File: src/rtl/mult_sequencer_if.sv
// Request/response bundle between EX-stage decode and the multiply sequencer.
// The slave modport is the sequencer's view; master is the pipeline's view.
interface mult_sequencer_if #(
  parameter int WIDTH = 32
);
  logic             start_i;
  logic             flush_i;
  logic [WIDTH-1:0] data1_i;
  logic [WIDTH-1:0] data2_i;
  logic             stall_o;
  logic             busy_o;
  logic             done_o;
  logic [WIDTH-1:0] result_o;

  modport master (
    output start_i, flush_i, data1_i, data2_i,
    input  stall_o, busy_o, done_o, result_o
  );

  modport slave (
    input  start_i, flush_i, data1_i, data2_i,
    output stall_o, busy_o, done_o, result_o
  );
endinterface

File: src/rtl/mult_sequencer.sv
// Shift-add multiplier: WIDTH fixed iterations, low WIDTH product bits, and
// a pipeline stall that drops in the DONE cycle so the result advances.
module mult_sequencer #(
  parameter int WIDTH = 32,
  parameter int CNT_W = 6
) (
  input  logic              clk_i,
  input  logic              rst_i,
  mult_sequencer_if.slave   bus
);

  typedef enum logic [1:0] {
    IDLE = 2'd0,
    BUSY = 2'd1,
    DONE = 2'd2
  } state_e;

  state_e             state_q, state_d;
  logic [WIDTH-1:0]   acc_q, acc_d;
  logic [WIDTH-1:0]   mcand_q, mcand_d;
  logic [WIDTH-1:0]   mplier_q, mplier_d;
  logic [CNT_W-1:0]   cnt_q, cnt_d;
  logic [WIDTH-1:0]   result_q, result_d;
  logic               busy_q, done_q;
  logic               accept;
  logic [WIDTH-1:0]   acc_sum;

  assign accept  = bus.start_i & ~bus.flush_i;
  // Carry out of the add is dropped: only the low product bits are kept.
  assign acc_sum = acc_q + (mplier_q[0] ? mcand_q : '0);

  always_comb begin
    state_d  = state_q;
    acc_d    = acc_q;
    mcand_d  = mcand_q;
    mplier_d = mplier_q;
    cnt_d    = cnt_q;
    result_d = result_q;

    case (state_q)
      IDLE, DONE: begin
        state_d = IDLE;
        if (accept) begin
          state_d  = BUSY;
          mcand_d  = bus.data1_i;
          mplier_d = bus.data2_i;
          acc_d    = '0;
          cnt_d    = CNT_W'(WIDTH);
        end
      end
      BUSY: begin
        acc_d    = acc_sum;
        mcand_d  = mcand_q << 1;
        mplier_d = mplier_q >> 1;
        cnt_d    = cnt_q - 1'b1;
        if (cnt_q == CNT_W'(1)) begin
          state_d  = DONE;
          result_d = acc_sum;
        end
      end
      default: state_d = IDLE;
    endcase

    // A flush abandons the operation without publishing a partial product.
    if (bus.flush_i) begin
      state_d  = IDLE;
      result_d = result_q;
    end
  end

  always_ff @(posedge clk_i) begin
    if (rst_i) begin
      state_q  <= IDLE;
      acc_q    <= '0;
      mcand_q  <= '0;
      mplier_q <= '0;
      cnt_q    <= '0;
      result_q <= '0;
      busy_q   <= 1'b0;
      done_q   <= 1'b0;
    end else begin
      state_q  <= state_d;
      acc_q    <= acc_d;
      mcand_q  <= mcand_d;
      mplier_q <= mplier_d;
      cnt_q    <= cnt_d;
      result_q <= result_d;
      busy_q   <= (state_d == BUSY);
      done_q   <= (state_d == DONE);
    end
  end

  // Stall covers the request cycle too, so the multiply holds in EX.
  assign bus.stall_o  = (state_q == BUSY) |
                        (((state_q == IDLE) | (state_q == DONE)) & accept);
  assign bus.busy_o   = busy_q;
  assign bus.done_o   = done_q;
  assign bus.result_o = result_q;

endmodule

File: src/flat_wrapper.sv
// flat-port wrapper written by rule: the top's interface ports become plain ports
module mult_sequencer_flat 
#(
  parameter int WIDTH = 32,
  parameter int CNT_W = 6
)
  (clk_i, rst_i, bus_start_i, bus_flush_i, bus_data1_i, bus_data2_i, bus_stall_o, bus_busy_o, bus_done_o, bus_result_o);
  mult_sequencer_if #(.WIDTH(WIDTH)) bus_i ();
  input  logic clk_i;
  input  logic rst_i;
  input wire logic [$bits(bus_i.start_i)-1:0] bus_start_i;
  input wire logic [$bits(bus_i.flush_i)-1:0] bus_flush_i;
  input wire logic [$bits(bus_i.data1_i)-1:0] bus_data1_i;
  input wire logic [$bits(bus_i.data2_i)-1:0] bus_data2_i;
  output wire logic [$bits(bus_i.stall_o)-1:0] bus_stall_o;
  output wire logic [$bits(bus_i.busy_o)-1:0] bus_busy_o;
  output wire logic [$bits(bus_i.done_o)-1:0] bus_done_o;
  output wire logic [$bits(bus_i.result_o)-1:0] bus_result_o;
  assign bus_i.start_i = bus_start_i;
  assign bus_i.flush_i = bus_flush_i;
  assign bus_i.data1_i = bus_data1_i;
  assign bus_i.data2_i = bus_data2_i;
  assign bus_stall_o = bus_i.stall_o;
  assign bus_busy_o = bus_i.busy_o;
  assign bus_done_o = bus_i.done_o;
  assign bus_result_o = bus_i.result_o;
  mult_sequencer #(.WIDTH(WIDTH), .CNT_W(CNT_W)) u_core (.clk_i(clk_i), .rst_i(rst_i), .bus(bus_i));
endmodule
File: config.mk
export PLATFORM = sky130hd
export DESIGN_NAME = mult_sequencer_flat
export DESIGN_NICKNAME = d
export VERILOG_FILES = /design/src/rtl/mult_sequencer_if.sv /design/src/rtl/mult_sequencer.sv /design/src/flat_wrapper.sv
export SDC_FILE = /design/constraint.sdc
export NUM_CORES = 1
export LEC_CHECK = 0
export ABC_AREA = 1
export CORE_MARGIN = 2
export CORE_UTILIZATION = 45
export DETAILED_ROUTE_END_ITERATION = 8
export HOLD_SLACK_MARGIN = 0.06
export PLACE_DENSITY = 0.67
export SLEW_MARGIN = 0
export SYNTH_ARGS = -nofsm -noshare
export SYNTH_HDL_FRONTEND = slang
export SYNTH_SLANG_ARGS = --single-unit
File: constraint.sdc
create_clock -name clk_i -period 3.43 [get_ports clk_i]
set_input_delay 1.029 -clock clk_i [delete_from_list [all_inputs] [get_ports clk_i]]
set_output_delay 1.029 -clock clk_i [all_outputs]
set_load 0.1 [all_outputs]
==> results by group, run 1 <==
Route
  • Routed length per instance: 13.0 microns
  • Via density: 4.86
  • DR pass1 iterations: 8
  • First DRT Iteration DRCs: 662
  • Final WL: 20.5 mm
  • Via count: 7634
  • Post-route ant nets: 0
  • DR DRC count: 0

Logic synthesis
  • Primary FF master, synth: dfxtp_1
  • Post-synth EDFFs: 0
  • Share of the synthesized area in the top cell type: 34.7%
  • YS warnings: 0
  • Most common cell in the netlist: nand2_1
  • Net Count, Synth: 1360
  • Post-synthesis sequential area ratio: 34.7%
  • Mapped Cells: 1258
  • Ys async rst share: 0%
  • Avg Inst Size Synth: 6.32 sq um
  • Synth Cell Area: 7950 sq um
  • Synth area leader: dfxtp_1
  • Top post-synthesis cells by area: dfxtp_1, nand2_1, inv_1
  • Post-synth top cells: nand2_1, inv_1, dfxtp_1
  • Synth Register Bits: 138
  • Yosys cell types: 39

Layout
  • Final #Nets: 1435
  • Antenna diodes: 0
  • Final Util: 55.3%
  • Synth-to-layout area growth: 20.2%
  • Fraction of layout cells with a size suffix above 1: 7.88%

CTS
  • # hold bufs at CTS: 0
  • Resized Gates After CTS: 0
  • CTS tree: done
  • Root Buffer: clkbuf_16
  • Max clock buf depth: 2
  • CTS sink cnt: 138
  • H-tree depth: 4
  • Clk_lat worst skew: 0.42 ns
  • Clk pin slew, worst setup/hold paths: 0.06 ns
  • Inserted Clock Buffers: 17
  • Post-CTS setup buffers: 0

Die
  • Die area: 18800 sq um
  • DIE WIDTH: 137 microns
  • Die height: 137 microns
  • Initial Util: 46.0%
  • Cell row count: 48
  • CORE AREA: 17300 sq um
  • I/O pin count: 103

Global routing
  • GRT Max-Usage Layer: met2
  • Met3 Use GR: 6.48%
  • Vias in the first global route: 6996
  • Initial antenna violation count: 0
  • GRT Total Usage: 22.6%
  • Met1 Use GR: 31.5%
  • First-pass GRT wire length: 33.8 mm
  • GR Overflow Total: 0
  • Pin count of the biggest net entering global routing: 100
  • Met2 Use GR: 34.5%

Power and ir drop
  • Power Density: 388 nW/um^2
  • P_leak: 4.85 nW
  • Worst IR drop on VDD: 0.000395 V

Worst setup path
  • Crit path DAT: 2.11 ns
  • CP Class: in2out
  • CP Launch Type: input port
  • Worst Setup SP: bus_flush_i
  • Crit Path Max Fanout: 6
  • R2R Path Start: u_core.mplier_q[0]
  • Worst endpoint required time: 2.40 ns
  • Setup crit end kind: primary output

STA
  • Slew headroom: 29.5%
  • Setup ws final: 0.291 ns
  • Final Max Tran Viols: 0
  • Setup violators final: 0
  • Least-Margin Pin Slew: 1.06 ns
  • Final period utilization: 91.5%
  • Unrepaired setup endpoints after global routing: no
  • Max Clock Skew: 0.00774 ns
  • Max Freq: 0.319 GHz
  • Minimum clock period: 3.14 ns
  • Setup TNS: 0 ns
  • Final hold vios: 0

Placed design
  • Port bufs: 102
  • Hpwl dp: 14.6 mm
  • Placement Setup Slack: 0.292 ns
  • GPL Wtd Cong: 0.922

Flow run
  • Max-cap violations: 0

Min path
  • Hold WC Path Type: reg2reg
  • Hold path start: u_core.mplier_q[31]

Run status
  • Status: finished, final reports clean
-- stage by stage --
step / cells / power, W / hold WS (ns) / cell area [sq um]
2_1_floorplan: 1258 / 0.00187 / 0.440 / 7950
3_3_place_gp: 1539 / 0.00199 / 0.449 / 9000
3_5_place_dp: 1539 / 0.00200 / 0.455 / 9000
4_1_cts: 1571 / 0.00374 / 0.464 / 9560
5_1_grt: 1571 / 0.00384 / 0.482 / 9560
6_report: 1571 / 0.00371 / 0.464 / 9560
-- state kept, by name, summed over array words and instances, names as in the netlist --
name,count
u_core.state_q,2
u_core.mcand_q,32
u_core.bus.result_o,32
u_core.acc_q,32
u_core.bus.busy_o,1
u_core.cnt_q,6
u_core.bus.done_o,1
u_core.mplier_q,32
-- routing by layer --
metal | routed length (microns) | vias to the layer above
li1 | - | 4065
met1 | 10100 | 3379
met2 | 8850 | 172
met3 | 1280 | 18
met4 | 249 | 0
met5 | 0 | -
-- cell families (layout without fill, tap and decap cells) --
group	count (synthesis)	in the layout	synth area share, %
buffers and inverters	244	332	12.0
adders and majority gates	34	34	5.44
AOI/OAI and AO/OA	181	181	13.2
and+or+nand+nor	645	645	32.8
DFF	138	138	34.7
xor gates and xnor gates	16	16	1.86
-- layout by cell type (no fill, tap or decap), drive strengths merged --
cell	synthesis	final
nand2	488	488
inv	192	195
o21ai	20	20
dfxtp	138	138
nand3b	4	4
clkinvlp	0	2
buf	23	42
a31oi	33	33
a2111oi	2	2
nor3	6	6
nand3	42	42
clkbuf	29	18
or2	1	1
nand4	1	1
nor2	103	103
clkinv	0	8
xnor2	1	1
bufinv	0	1
a21o	3	3
o22ai	1	1
ha	33	33
a211oi	2	2
fa	1	1
o21bai	2	2
clkdlybuf4s50	0	66
a21oi	89	89
a22oi	29	29
xor2	15	15
-- final cells by class --
cell class | instances | area, sq um
fillers | 1746 | 7740
clock buffers | 18 | 429
multi-input cells | 876 | 4240
repair buffers | 108 | 1000
well taps | 225 | 282
clock inverters | 14 | 123
inverters | 192 | 723
flip-flops and latches | 138 | 2760
-- worst max-delay path, stage by stage --
cell and delay [ns]:
clkdlybuf4s50_1 0.46, inv_2 0.07, nand3_2 0.13, inv_2 0.11, nor2_4 0.04, inv_2 0.09, buf_12 0.17
-- worst paths after layout --
kind,slack [ns],cells after the start,to
worst max register to register,0.72,14,u_core.bus.result_o[28]
worst max-delay path,0.29,7,bus_stall_o
worst min-delay path,0.46,2,u_core.mplier_q[31]
worst min register to register,0.46,2,u_core.mplier_q[31]
-- power breakdown --
| group | internal [W] | leakage [nW] | switching (W) | total (W) |
|---|---|---|---|---|
| combinational | 0.000123 | 3.46 | 0.000160 | 0.000283 |
| sequential | 0.00165 | 1.12 | 0.0000308 | 0.00168 |
| clock | 0.00100 | 0.271 | 0.000748 | 0.00175 |
No activity file was read; power rests on OpenSTA's default activity.
==> inputs of run 2 (changes only) <==
--- a/config.mk
+++ b/config.mk
@@ -6,7 +6,6 @@
 export NUM_CORES = 1
 export LEC_CHECK = 0
 export ABC_AREA = 1
-export CORE_MARGIN = 2
 export CORE_UTILIZATION = 45
 export DETAILED_ROUTE_END_ITERATION = 8
 export HOLD_SLACK_MARGIN = 0.06
==> run 2 against run 1 <==
Against the previous run:
- first-iteration DRC count is 23% lower
- via count down 0.90%
- non-clock buffer count is the same
- setup slack improved by 0.012 ns
- clock-buffer cell count grew 2
- fmax increased by 0.37%
- utilization increased by 0.46 points
- clock skew hardly changed
- die area fell by 2.9%
- critical path type unchanged
- largest cell class unchanged
==> results by group, run 2 (synthesized netlist as in run 1, its figures left out) <==
CTS
  • # hold bufs at CTS: 0 (unchanged)
  • H-tree depth: 4 (unchanged)
  • Inserted Clock Buffers: 17 (unchanged)
  • Clk pin slew, worst setup/hold paths: 0.06 ns (about the same)
  • CTS tree: done (unchanged)
  • Clk_lat worst skew: 0.42 ns (about the same)
  • Resized Gates After CTS: 0 (unchanged)
  • Post-CTS setup buffers: 0 (unchanged)
  • CTS sink cnt: 138 (unchanged)
  • Root Buffer: clkbuf_16 (unchanged)
  • Max clock buf depth: 2 (unchanged)

Route
  • Via count: 7565 (was 7634)
  • Post-route ant nets: 0 (unchanged)
  • DR DRC count: 0 (unchanged)
  • Routed length per instance: 12.8 microns (was 13.0 microns)
  • Via density: 4.82 (was 4.86)
  • First DRT Iteration DRCs: 512 (was 662)
  • DR pass1 iterations: 5 (was 8)
  • Final WL: 20.1 mm (was 20.5 mm)

STA
  • Slew headroom: 30.6% (was 29.5%)
  • Max Clock Skew: 0.00768 ns (was 0.00774 ns)
  • Setup TNS: 0 ns (unchanged)
  • Minimum clock period: 3.13 ns (was 3.14 ns)
  • Setup violators final: 0 (unchanged)
  • Final Max Tran Viols: 0 (unchanged)
  • Max Freq: 0.320 GHz (was 0.319 GHz)
  • WHS: 0.463 ns (was 0.464 ns)
  • Final period utilization: 91.2% (was 91.5%)
  • Unrepaired setup endpoints after global routing: no (unchanged)
  • Least-Margin Pin Slew: 1.04 ns (was 1.06 ns)
  • Final hold vios: 0 (unchanged)

Layout
  • Storage cell area: 2760 sq um (unchanged)
  • Antenna diodes: 0 (unchanged)
  • Synth-to-layout area growth: 21.2% (was 20.2%)
  • Final instance area: 9640 sq um (was 9560 sq um)
  • Leading cell type in the layout, fill and taps excluded: nand2_1 (unchanged)
  • Fillers: 1768 (was 1746)
  • Final Util: 55.7% (was 55.3%)
  • Fraction of layout cells with a size suffix above 1: 7.80% (was 7.88%)
  • Most frequent cells in the layout: nand2_1, inv_1, dfxtp_1 (unchanged)
  • Multi-input gate area: 4240 sq um (unchanged)
  • Final #Nets: 1435 (unchanged)

Die
  • Die area: 18200 sq um (was 18800 sq um)
  • Cell row count: 48 (unchanged)
  • CORE AREA: 17300 sq um (unchanged)
  • DIE WIDTH: 135 microns (was 137 microns)
  • Initial Util: 46.0% (unchanged)
  • Die height: 135 microns (was 137 microns)
  • I/O pin count: 103 (unchanged)

Power and ir drop
  • Sequential fraction of design power: 42.5% (was 45.2%)
  • P_leak: 4.89 nW (was 4.85 nW)
  • Internal: 0.00302 W (was 0.00277 W)
  • Switching share of power: 23.6% (was 25.3%)
  • Power Density: 410 nW/um^2 (was 388 nW/um^2)
  • Psw: 0.000932 W (was 0.000939 W)
  • Worst IR drop on VDD: 0.000359 V (was 0.000395 V)
  • Clk pwr share: 50.3% (was 47.1%)
  • Logic gate share of total power: 7.2% (was 7.6%)

Placed design
  • Hpwl dp: 14.3 mm (was 14.6 mm)
  • GPL Wtd Cong: 0.875 (was 0.922)
  • Placed cell areas: 9000 sq um (unchanged)
  • Port bufs: 102 (unchanged)

Worst setup path
  • Critical path's slowest cell: clkdlybuf4s50_1 (unchanged)
  • CP Class: in2out (unchanged)
  • Crit path DAT: 2.10 ns (was 2.11 ns)
  • Cells along the critical path: clkdlybuf4s50_1 > inv_2 > nand3_2 > inv_2 > nor2_4 > inv_2 > buf_12 (unchanged)
  • Most Frequent Cell on Critical Path: inv_2 (unchanged)
  • CP Launch Type: input port (unchanged)
  • Worst stage delay on the critical path: 0.47 ns (was 0.46 ns)
  • Worst endpoint required time: 2.40 ns (about the same)
  • Crit Path Max Fanout: 6 (unchanged)
  • Setup crit end kind: primary output (unchanged)

Global routing
  • Vias in the first global route: 7014 (was 6996)
  • First-pass GRT wire length: 33.8 mm (about the same)
  • GRT Total Usage: 23.4% (was 22.6%)
  • GR Overflow Total: 0 (unchanged)
  • Pin count of the biggest net entering global routing: 100 (unchanged)
  • Initial antenna violation count: 0 (unchanged)

Min path
  • Hold WC Path Type: reg2reg (unchanged)

Flow run
  • Max-cap violations: 0 (unchanged)

Run status
  • Status: finished, final reports clean (unchanged)
run 2: final timing paths:
path	cells after the start	slack, ns	start	endpoint
worst max-delay path	7	0.30	bus_flush_i	bus_stall_o
worst min-delay path	2	0.46	u_core.mplier_q[2]	u_core.mplier_q[2]
worst max register to register	14	0.99	u_core.mplier_q[0]	u_core.bus.result_o[28]
worst min register to register	2	0.46	u_core.mplier_q[2]	u_core.mplier_q[2]
run 2: power groups by stage:
stage / Combinational, W / Sequential (W) / Clock (W)
after global routing: 0.000315 / 0.00168 / 0.00209
final: 0.000284 / 0.00168 / 0.00199
after global placement: 0.000284 / 0.00171 / 0
after detailed placement: 0.000287 / 0.00171 / 0
after CTS: 0.000287 / 0.00168 / 0.00203
after floorplan: 0.000158 / 0.00171 / 0
run 2: critical path, delay by kind of cell:
kind          cells  cell delay [ns]
buf+inv           5             0.92
simple gates      2             0.15
run 2: layout make-up:
type / instances / share of cell area [%]
clock inverters: 12 / 1.92
well taps: 225 / 2.92
multi-input cells: 876 / 44.0
repair buffers: 108 / 10.4
flip-flops and latches: 138 / 28.7
clock buffers: 20 / 4.64
inverters: 192 / 7.50
run 2: per-stage QoR:
step                std cells  power, W  setup WS (ns)
floorplan                1258   0.00187          0.578
global placement         1539   0.00199          0.314
detailed placement       1539   0.00200          0.298
CTS                      1571   0.00399          0.289
global route             1571   0.00409          0.196
finish                   1571   0.00395          0.302
run 2: metal layers:
| metal | share of wire, % | GRT usage, % |
|---|---|---|
| met4 | 1.3 | 6.87 |
| met3 | 6.3 | 6.68 |
| met5 | 0 | 0 |
| met2 | 43 | 35.9 |
| met1 | 49 | 31.6 |
==> inputs of run 3 (changes only) <==
==> constraint.sdc (replaced) <==
create_clock -name clk_i -period 3.6 [get_ports clk_i]
set_input_delay 1.08 -clock clk_i [delete_from_list [all_inputs] [get_ports clk_i]]
set_output_delay 1.08 -clock clk_i [all_outputs]
set_load 0.1 [all_outputs]
==> run 3 against run 2 <==
Against the previous run:
- utilization fell by 0.17 points
- non-clock buffer count rose by 1
- register-to-register slack improved by 0.06 ns
- cell count did not move
- flip-flop and latch count did not move
- final area fell by 0.30%
- highest routed layer unchanged
- sequential share of layout area rose by 0.086 points
==> results by group, run 3 (synthesized netlist as in run 1, its figures left out) <==
Die
  • I/O pin count: 103 (unchanged)
  • Die area: 18200 sq um (unchanged)
  • CORE AREA: 17300 sq um (unchanged)
  • Cell row count: 48 (unchanged)
  • DIE WIDTH: 135 microns (unchanged)
  • Die height: 135 microns (unchanged)
  • Initial Util: 46.0% (unchanged)

CTS
  • Max clock buf depth: 2 (unchanged)
  • Clk pin slew, worst setup/hold paths: 0.06 ns (about the same)
  • H-tree depth: 4 (unchanged)
  • Resized Gates After CTS: 0 (unchanged)
  • Root Buffer: clkbuf_16 (unchanged)
  • Post-CTS setup buffers: 0 (unchanged)
  • CTS tree: done (unchanged)
  • # hold bufs at CTS: 0 (unchanged)
  • Clk_lat worst skew: 0.43 ns (was 0.42 ns)
  • Inserted Clock Buffers: 17 (unchanged)
  • CTS sink cnt: 138 (unchanged)

Power and ir drop
  • Logic gate share of total power: 7.2% (about the same)
  • Switching share of power: 23.7% (was 23.6%)
  • Power Density: 388 nW/um^2 (was 410 nW/um^2)
  • Sequential fraction of design power: 42.9% (was 42.5%)
  • Internal: 0.00284 W (was 0.00302 W)
  • Psw: 0.000881 W (was 0.000932 W)
  • P_leak: 4.87 nW (was 4.89 nW)
  • Worst IR drop on VDD: 0.000330 V (was 0.000359 V)
  • Total design power: 0.00372 W (was 0.00395 W)
  • Clk pwr share: 49.9% (was 50.3%)

Layout
  • Final #Nets: 1436 (was 1435)
  • Antenna diodes: 0 (unchanged)
  • Most frequent cells in the layout: nand2_1, inv_1, dfxtp_1 (unchanged)
  • Fraction of layout cells with a size suffix above 1: 7.73% (was 7.80%)
  • Leading cell type in the layout, fill and taps excluded: nand2_1 (unchanged)
  • Final instance area: 9610 sq um (was 9640 sq um)
  • Synth-to-layout area growth: 20.8% (was 21.2%)

Worst setup path
  • Critical path's slowest cell: clkdlybuf4s50_1 (unchanged)
  • Most Frequent Cell on Critical Path: inv_2 (unchanged)
  • Crit path DAT: 2.15 ns (was 2.10 ns)
  • Crit-path leading delay family: buffers and inverters (unchanged)
  • CP Launch Type: input port (unchanged)
  • Worst stage delay on the critical path: 0.54 ns (was 0.47 ns)
  • Crit Path Max Fanout: 6 (unchanged)
  • Setup crit end kind: primary output (unchanged)
  • Cells along the critical path: clkdlybuf4s50_1 > inv_2 > nand3_2 > inv_2 > nor2_4 > inv_2 > buf_12 (unchanged)
  • CP Class: in2out (unchanged)
  • Critical path buffers and inverters: 5 (unchanged)
  • Worst endpoint required time: 2.52 ns (was 2.40 ns)

STA
  • Final hold vios: 0 (unchanged)
  • Setup TNS: 0 ns (unchanged)
  • Minimum clock period: 3.23 ns
  • Slew headroom: 30.7% (was 30.6%)
  • Final period utilization: 89.6%
  • WHS: 0.467 ns (was 0.463 ns)
  • Unrepaired setup endpoints after global routing: no (unchanged)
  • Least-Margin Pin Slew: 1.04 ns (about the same)
  • Max Clock Skew: 0.00968 ns (was 0.00768 ns)
  • Setup violators final: 0 (unchanged)
  • Final Max Tran Viols: 0 (unchanged)
  • Max Freq: 0.310 GHz

Flow run
  • Max-cap violations: 0 (unchanged)

Route
  • Via count: 7553 (was 7565)
  • DR pass1 iterations: 5 (unchanged)
  • Via density: 4.81 (was 4.82)
  • First DRT Iteration DRCs: 464 (was 512)
  • DR DRC count: 0 (unchanged)
  • Post-route ant nets: 0 (unchanged)
  • Final WL: 20.0 mm (was 20.1 mm)
  • Routed length per instance: 12.7 microns (was 12.8 microns)

Global routing
  • GRT Total Usage: 23.0% (was 23.4%)
  • Pin count of the biggest net entering global routing: 100 (unchanged)
  • GR Overflow Total: 0 (unchanged)
  • Initial antenna violation count: 0 (unchanged)
  • Vias in the first global route: 6894 (was 7014)
  • First-pass GRT wire length: 32.9 mm (was 33.8 mm)

Run status
  • Status: finished, final reports clean (unchanged)

Placed design
  • Port bufs: 102 (unchanged)
  • Hpwl dp: 14.1 mm (was 14.3 mm)
  • GPL Wtd Cong: 0.899 (was 0.875)
  • Placed cell areas: 9000 sq um (about the same)

Min path
  • Hold WC Path Type: reg2reg (unchanged)
run 3: cell count changes in the layout (fill, tap and decap cells not counted):
cell | before | now
buf_12 | 2 | 1
clkbuf_1 | 2 | 3
inv_6 | 4 | 1
clkbuf_8 | 1 | 0
clkinv_2 | 1 | 2
clkinvlp_4 | 1 | 2
buf_4 | 40 | 42
run 3: path summary, 6_finish.rpt:
check	end	slack (ns)	startpoint	cells past startpoint
min	u_core.mplier_q[24]	0.47	u_core.mplier_q[24]	2
min reg2reg	u_core.mplier_q[24]	0.47	u_core.mplier_q[24]	2
max reg2reg	u_core.bus.result_o[18]	1.05	u_core.mplier_q[0]	15
max	bus_stall_o	0.37	bus_flush_i	7
run 3: cell type report:
type | instances | area [sq um]
multi-input cells | 876 | 4240
fillers | 1741 | 7690
inverters | 192 | 723
well taps | 225 | 282
clock buffers | 20 | 437
flip-flops and latches | 138 | 2760
clock inverters | 11 | 171
repair buffers | 109 | 996
run 3: worst register-to-register path, delay by kind of cell (launching register included):
family	cells	cell delay, ns
compound gates	1	0.17
simple gates	9	1.11
buf+inv	4	0.55
flops	1	0.38
fa+ha+maj	1	0.30
run 3: stage by stage:
stage                     setup slack (ns)  cells  utilization (%)
final                                0.374   1571             55.5
after floorplan                      0.646   1258                -
after CTS                            0.371   1571             55.5
after global placement               0.394   1540             52.0
after global routing                 0.285   1571             55.5
after detailed placement             0.377   1540             52.0
run 3: per-layer routing:
metal / share of wire (%) / GRT usage (%) / up-vias
met1: 50 / 31.2 / 3302
met3: 6.6 / 7.47 / 20
met5: 0 / 0 / -
met2: 42 / 34.3 / 160
met4: 1.5 / 7.43 / 0
li1: - / - / 4071
run 3: power groups by stage:
stage / clock network, W / registers, W / logic, W
after global placement: 0 / 0.00163 / 0.000269
after floorplan: 0 / 0.00163 / 0.000151
final: 0.00186 / 0.00160 / 0.000270
after detailed placement: 0 / 0.00163 / 0.000271
after CTS: 0.00188 / 0.00160 / 0.000272
after global routing: 0.00194 / 0.00160 / 0.000298
